===== config.mk =====
export PLATFORM = sky130hd
export DESIGN_NAME = pipelined_cla_addsub
export DESIGN_NICKNAME = d
export VERILOG_FILES = /design/src/rtl/pipelined_cla_addsub.sv
export SDC_FILE = /design/constraint.sdc
export NUM_CORES = 1
export LEC_CHECK = 0
export BUFFER_PORTS_ARGS = -buffer_cell sky130_fd_sc_hd__clkbuf_2
export CAP_MARGIN = 20
export CORE_ASPECT_RATIO = 1.5
export CORE_MARGIN = 1
export CORE_UTILIZATION = 36
export CTS_CLUSTER_DIAMETER = 60
export DETAILED_ROUTE_END_ITERATION = 6
export PLACE_DENSITY = 0.6
export SKIP_LAST_GASP = 1
export SLEW_MARGIN = 5
export SYNTH_ARGS = -nofsm -noshare
export SYNTH_HDL_FRONTEND = slang
export SYNTH_SLANG_ARGS = --single-unit

===== constraint.sdc =====
create_clock -name clk -period 2.9 [get_ports clk]
set_clock_uncertainty 0.15 [all_clocks]
set_input_delay 0.435 -clock clk [delete_from_list [all_inputs] [get_ports clk]]
set_output_delay 0.435 -clock clk [all_outputs]
set_load 0.03 [all_outputs]

===== src/rtl/pipelined_cla_addsub.sv =====
// Pipelined carry-lookahead adder/subtractor. Each stage sums one WIDTH/STAGES slice,
// LSB slice first, with the slice carry registered into the next stage.
module pipelined_cla_addsub #(
    parameter int WIDTH  = 32,
    parameter int STAGES = 2,
    parameter int GROUP  = 4
) (
    input  logic             clk,
    input  logic             rst,
    input  logic             in_valid,
    output logic             in_ready,
    input  logic [WIDTH-1:0] operand1,
    input  logic [WIDTH-1:0] operand2,
    input  logic             cin,
    input  logic             sub,
    output logic             out_valid,
    input  logic             out_ready,
    output logic [WIDTH-1:0] Result,
    output logic             Cout,
    output logic             Overflow,
    output logic             Zero
);

    localparam int SW = WIDTH / STAGES;
    localparam int NG = SW / GROUP;

    generate
        if (STAGES < 1 || STAGES > 8 || (WIDTH % STAGES) != 0 || (SW % GROUP) != 0) begin : g_param_check
            $error("pipelined_cla_addsub: WIDTH must split into STAGES (1..8) slices that are multiples of GROUP");
        end
    endgenerate

    // Returns carries {c[SW], ..., c[1], ci}; every carry is a flat sum-of-products
    // over group P/G terms, so there is no ripple between groups.
    function automatic logic [SW:0] cla_carries(input logic [SW-1:0] p, input logic [SW-1:0] g,
                                                input logic ci);
        logic [NG-1:0] gp;
        logic [NG-1:0] gg;
        logic [NG:0]   gc;
        logic [SW:0]   c;
        logic          t;
        gp = '0;
        gg = '0;
        gc = '0;
        c  = '0;
        for (int unsigned j = 0; j < NG; j++) begin
            gp[j] = &p[j*GROUP +: GROUP];
            for (int unsigned m = 0; m < GROUP; m++) begin
                t = g[j*GROUP+m];
                for (int unsigned n = m + 1; n < GROUP; n++) t = t & p[j*GROUP+n];
                gg[j] = gg[j] | t;
            end
        end
        gc[0] = ci;
        for (int unsigned j = 1; j <= NG; j++) begin
            for (int unsigned m = 0; m <= j; m++) begin
                if (m == 0) t = ci;
                else        t = gg[m-1];
                for (int unsigned n = m; n < j; n++) t = t & gp[n];
                gc[j] = gc[j] | t;
            end
        end
        c[0] = ci;
        for (int unsigned j = 0; j < NG; j++) begin
            for (int unsigned i = 0; i + 1 < GROUP; i++) begin
                for (int unsigned m = 0; m <= i + 1; m++) begin
                    if (m == 0) t = gc[j];
                    else        t = g[j*GROUP+m-1];
                    for (int unsigned n = m; n <= i; n++) t = t & p[j*GROUP+n];
                    c[j*GROUP+i+1] = c[j*GROUP+i+1] | t;
                end
            end
            c[j*GROUP+GROUP] = gc[j+1];
        end
        return c;
    endfunction

    logic [WIDTH-1:0] a_q [STAGES];
    logic [WIDTH-1:0] b_q [STAGES];
    logic [WIDTH-1:0] s_q [STAGES];
    logic             c_q [STAGES];
    logic             v_q [STAGES];
    logic             ovf_q;
    logic             zero_q;

    logic [WIDTH-1:0] a_i [STAGES];
    logic [WIDTH-1:0] b_i [STAGES];
    logic [WIDTH-1:0] s_i [STAGES];
    logic             c_i [STAGES];
    logic             v_i [STAGES];
    logic [SW-1:0]    p   [STAGES];
    logic [SW-1:0]    g   [STAGES];
    logic [SW:0]      cx  [STAGES];
    logic [WIDTH-1:0] a_n [STAGES];
    logic [WIDTH-1:0] b_n [STAGES];
    logic [WIDTH-1:0] s_n [STAGES];
    logic             c_n [STAGES];
    logic             ovf_n;
    logic             zero_n;
    logic             advance;

    assign advance   = !v_q[STAGES-1] || out_ready;
    assign in_ready  = advance;
    assign out_valid = v_q[STAGES-1];
    assign Result    = s_q[STAGES-1];
    assign Cout      = c_q[STAGES-1];
    assign Overflow  = ovf_q;
    assign Zero      = zero_q;

    // Operands shift right one slice per stage; finished sum slices enter the
    // sum word from the top, so the last stage holds the full result in place.
    always_comb begin
        a_i[0] = operand1;
        b_i[0] = sub ? ~operand2 : operand2;
        c_i[0] = sub ? ~cin : cin;
        v_i[0] = in_valid;
        s_i[0] = '0;
        for (int unsigned k = 1; k < STAGES; k++) begin
            a_i[k] = a_q[k-1];
            b_i[k] = b_q[k-1];
            c_i[k] = c_q[k-1];
            v_i[k] = v_q[k-1];
            s_i[k] = s_q[k-1];
        end
        ovf_n = 1'b0;
        for (int unsigned k = 0; k < STAGES; k++) begin
            p[k]   = a_i[k][SW-1:0] ^ b_i[k][SW-1:0];
            g[k]   = a_i[k][SW-1:0] & b_i[k][SW-1:0];
            cx[k]  = cla_carries(p[k], g[k], c_i[k]);
            a_n[k] = a_i[k] >> SW;
            b_n[k] = b_i[k] >> SW;
            s_n[k] = (s_i[k] >> SW) | (WIDTH'(p[k] ^ cx[k][SW-1:0]) << (WIDTH - SW));
            c_n[k] = cx[k][SW];
            if (k == STAGES - 1) ovf_n = cx[k][SW] ^ cx[k][SW-1];
        end
        zero_n = (s_n[STAGES-1] == '0);
    end

    always_ff @(posedge clk or posedge rst) begin
        if (rst) begin
            for (int unsigned k = 0; k < STAGES; k++) begin
                a_q[k] <= '0;
                b_q[k] <= '0;
                s_q[k] <= '0;
                c_q[k] <= 1'b0;
                v_q[k] <= 1'b0;
            end
            ovf_q  <= 1'b0;
            zero_q <= 1'b0;
        end else if (advance) begin
            for (int unsigned k = 0; k < STAGES; k++) begin
                a_q[k] <= a_n[k];
                b_q[k] <= b_n[k];
                s_q[k] <= s_n[k];
                c_q[k] <= c_n[k];
                v_q[k] <= v_i[k];
            end
            ovf_q  <= ovf_n;
            zero_q <= zero_n;
        end
    end

endmodule


# Word level (Yosys, flattened, before mapping)

Cells that the tools add are included.

Mux-type cells: 2
Bitwise gates (word level): 194
Reductions and logical operators: 11

Operators with widths:

| kind                 | number |
|---|---|
| bitwise AND 1 bit    | 92 |
| OR 1 bit             | 92 |
| bitwise XOR 16 bit   | 4 |
| bitwise AND 16 bit   | 2 |
| logical NOT 32 bit   | 1 |
| two-way mux 32 bit   | 1 |
| NOT 32 bit           | 1 |
| OR 16 x 32 -> 32 bit | 1 |
| AND reduction 4 bit  | 8 |
| logical NOT 1 bit    | 1 |
| logical OR 1 bit     | 1 |
| two-way mux 1 bit    | 1 |
| NOT 1 bit            | 1 |
| bitwise XOR 1 bit    | 1 |

Register bits after elaboration: 86
Input bits: 70
Output and inout port bits: 37
Logic and storage cells: 217

# Longest topological paths before layout

Word-level depth: 21
Gate-level depth with buffers: 14
Mapped depth without buffers: 12

# Worst setup path before layout

OpenSTA, ideal clock, no wires.

Path type: register -> register
Start point: register a_q (netlist bit a_i[2])
End point: register zero_q (netlist: Zero)
Setup time: 0.076 ns
Data arrival time: 2.932 ns
Required time: 2.674 ns
Slack: -0.258 ns
Stages on the path, launching flop included: 11
Path through: dfrtp_1 ha_1 a21oi_2 nor2b_1 o31a_1 or3_4 fa_1 or4_1 nor4_1 nand4bb_1 o21ai_1

RTL lines:

| what                            | RTL line | source |
|---|---|---|
| start, declared                 | 78       | `logic [WIDTH-1:0] a_q [STAGES];` |
| start signal, assigned by index | 152      | `a_q[k] <= a_n[k];` |
| end signal, assigned            | 159      | `zero_q <= zero_n;` |
| end, declared                   | 84       | `logic zero_q;` |

==> metrics <==
status=complete, but fails checks; failing checks=design-rule violations, negative setup slack; Tot Pwr=approximately 5.5 mW; Max-slew headroom=0.6237; Routed WL=12.59 mm; Post-synth EDFFs=0; Arrival @ worst endpoint=3.28 ns; final cell count without fillers=867; Pleak=3.388 nW; Diodes inserted=0; initial drt markers=131; pin count of the biggest net entering global routing=74; sequential area share after synthesis=0.4280; Initial Util=0.3716; Die Area=14450 um2; Most used DFF post-synth=dfrtp_1; IR drop worst, VDD=308.5 uV; Slew @ Worst Pin=0.5638 ns; CP max stage cell=fa_1; Final setup viols=3; Crit. End Element=register; PortBufs=approximately 110; Yosys warnings=0; f_max=0.3155 GHz; CP required=3.01 ns; #FFs+latches synth=86; final worst setup slack=-0.2698 ns; I/O pin count=around 110; RD Place Congestion=0.8445; Worst Hold Slack=0.1456 ns; Slowest Stage Delay on Critical Path=around 0.49 ns; min-delay src=operand1[23]; mapped cell area=5029 um2; Post-Synthesis Cells=543; final period demand of the worst path=approximately 3.2 ns; Die H=146.8 um; vias=4248; via/cell ratio=4.900; drt pass-1 iters=7; CP startpoint kind=register; TritonCTS clock tree=built; WL/cell=14.52 um; setup TNS=-0.5594 ns; crit path from=a_i[0]; syn nets=661; crit path max fanout=2; Die W=~100 um; Tightest Hold Check Type=input port to register; total grt overflow=0; cts bufs inserted=9; syn avg cell area=9.261 um2; CP Cell Sequence=ha_4 > a21oi_4 > nor2_2 > o31a_1 > or3_4 > fa_1 > or4_4 > nor4_2 > nand4bb_1 > o21ai_1; placed insts=844; RSZ-0062 raised after global routing=yes; max-capacitance violation count=0; antenna violations before repair=0; vias in the first global route=4523; P per Cell Area=815.3 nW/um2; Reg clk slew, reported paths=0.06 ns; Hold Vio Cnt, Final=0; nets@finish=819; fin crit share=1.093; Max Root-Sink Buffers=2; clock latency on the worst-skew pair=0.34 ns; core footprint=13530 um2; Antenna Nets Post-Route=0; asr flop ratio synth=1.000; area growth from synthesis to layout=34.04%; clock sink count=86; worst path bufs/invs=0; first-pass GRT wire length=21.07 mm; CTS Root Cell=clkbuf_16; Final Max Slew Viols=0; post-DP HPWL=9.443 mm; Synth cell types=53; critical path's top delay family=simple AND/OR/NAND/NOR gates; crit path kind=register to register; Rows=52; gr usage total=0.1844; DRC=1; worst r2r src=a_i[0]; layout cells sized above 1=0.3234; total number of H-tree levels=3; DP Worst Slack=-0.3902 ns
==> where the power goes <==
group	internal, mW	switching (mW)
Sequential	1.54	0.256
Combinational	0.959	1.34
Clock	0.925	0.467
Total	3.43	2.07
==> layout make-up <==
class                           count  area [um2]
Fill cell                        1349        6793
Timing Repair Buffer              169        1032
Multi-Input combinational cell    416        2909
Sequential cell                    86        2152
Inverter                           19       85.08
Tap cell                          162       202.7
Clock buffer                        9       225.2
Clock inverter                      6       133.9
==> cells in the mapped netlist, types with 2 or more instances <==
| cell | instances | area, um2 |
|---|---|---|
| xor2_1 | 27 | 236.5 |
| ha_1 | 40 | 500.5 |
| a211oi_1 | 2 | 15.01 |
| a21oi_2 | 3 | 26.28 |
| fa_1 | 8 | 160.2 |
| dfrtp_1 | 86 | 2152 |
| nor4_1 | 5 | 31.28 |
| o21a_1 | 12 | 90.09 |
| nor3_1 | 8 | 40.04 |
| buf_1 | 2 | 7.510 |
| o211a_1 | 3 | 30.03 |
| buf_2 | 10 | 50.05 |
| nand2_1 | 157 | 589.3 |
| o31ai_1 | 4 | 30.03 |
| nand4_1 | 6 | 37.54 |
| nor2b_1 | 2 | 12.51 |
| a21o_1 | 5 | 37.54 |
| inv_1 | 17 | 63.81 |
| xnor2_1 | 23 | 201.4 |
| nor2_1 | 25 | 93.84 |
| nand3_1 | 3 | 15.01 |
| a21oi_1 | 24 | 120.1 |
| o21ai_0 | 29 | 145.1 |
| o211ai_1 | 2 | 15.01 |
| o21ai_1 | 4 | 20.02 |
| clkbuf_1 | 9 | 33.78 |
==> final timing paths <==
path	endpoint	slack, ns	cells after the start
setup / recovery	Zero	-0.27	10
hold / removal	a_i[7]	0.15	3
setup reg to reg	Zero	-0.27	10
hold reg to reg	out_valid	0.31	1
max in group asynchronous	Result[11]	1.38	4
min in group asynchronous	a_i[15]	0.53	3
==> worst register-to-register path, cell delays in order, from the launching register on <==
cell and delay, ns:
dfrtp_1 0.41, ha_4 0.27, a21oi_4 0.15, nor2_2 0.06, o31a_1 0.29, or3_4 0.40, fa_1 0.49, or4_4 0.44
nor4_2 0.15, nand4bb_1 0.13, o21ai_1 0.15
==> what timing repair did <==
| action | CTS | global route |
|---|---|---|
| gates resized for setup | 9 | 25 |
| buffers inserted | 6 | 2 |
| hold endpoints to repair | 30 | 0 |
| endpoints found under the setup margin | 3 | 7 |
| pin swaps | 5 | 15 |
| hold buffers | 1 | 0 |
| gates cloned | 0 | 0 |
==> metal layers <==
metal,global-route usage,wire length (um)
met5,0,0
met4,0.06791,190
met3,0.02712,361
met2,0.3401,6653
met1,0.2141,5383
==> metrics by stage <==
stage | utilization | cell area [um2]
2_1_floorplan | - | 5080
3_3_place_gp | 0.4530 | 6131
3_5_place_dp | 0.4530 | 6131
4_1_cts | 0.4873 | 6595
5_1_grt | 0.4981 | 6740
6_report | 0.4981 | 6740
==> registers in the layout, indices dropped and copies added (netlist names) <==
name,count
Result,32
a_i,16
b_i,16
s_i,16
Cout,1
Overflow,1
Zero,1
c_i,1
out_valid,1
v_i,1
==> cells in the final DEF (no fill, tap or decap), drive strengths merged, types with 2 or more instances in the layout <==
cell type and n:
bufinv 4, nor2 26, a211oi 3, dfrtp 86, nand4 6, nand3 3
nor4 5, o31ai 5, o211ai 3, clkbuf 115, or3 2, nor3 8
fa 8, nand2 157, buf 62, a21oi 27, a21o 6, clkinv 2
o21a 12, xor2 28, xnor2 23, o21ai 35, and2 2, inv 19
nor2b 2, o211a 3, ha 40
==> cells by family after synthesis <==
group                      count (synthesis)  share of synthesized area
and+or+nand+nor                          218                     0.1834
AOI/OAI and AO/OA                         98                     0.1262
DFF                                       86                     0.4280
xor gates and xnor gates                  51                    0.09256
adders and majority gates                 48                     0.1314
buffers and inverters                     41                    0.03633
muxes                                      1                   0.002239
No activity file was read; power rests on OpenSTA's default activity.
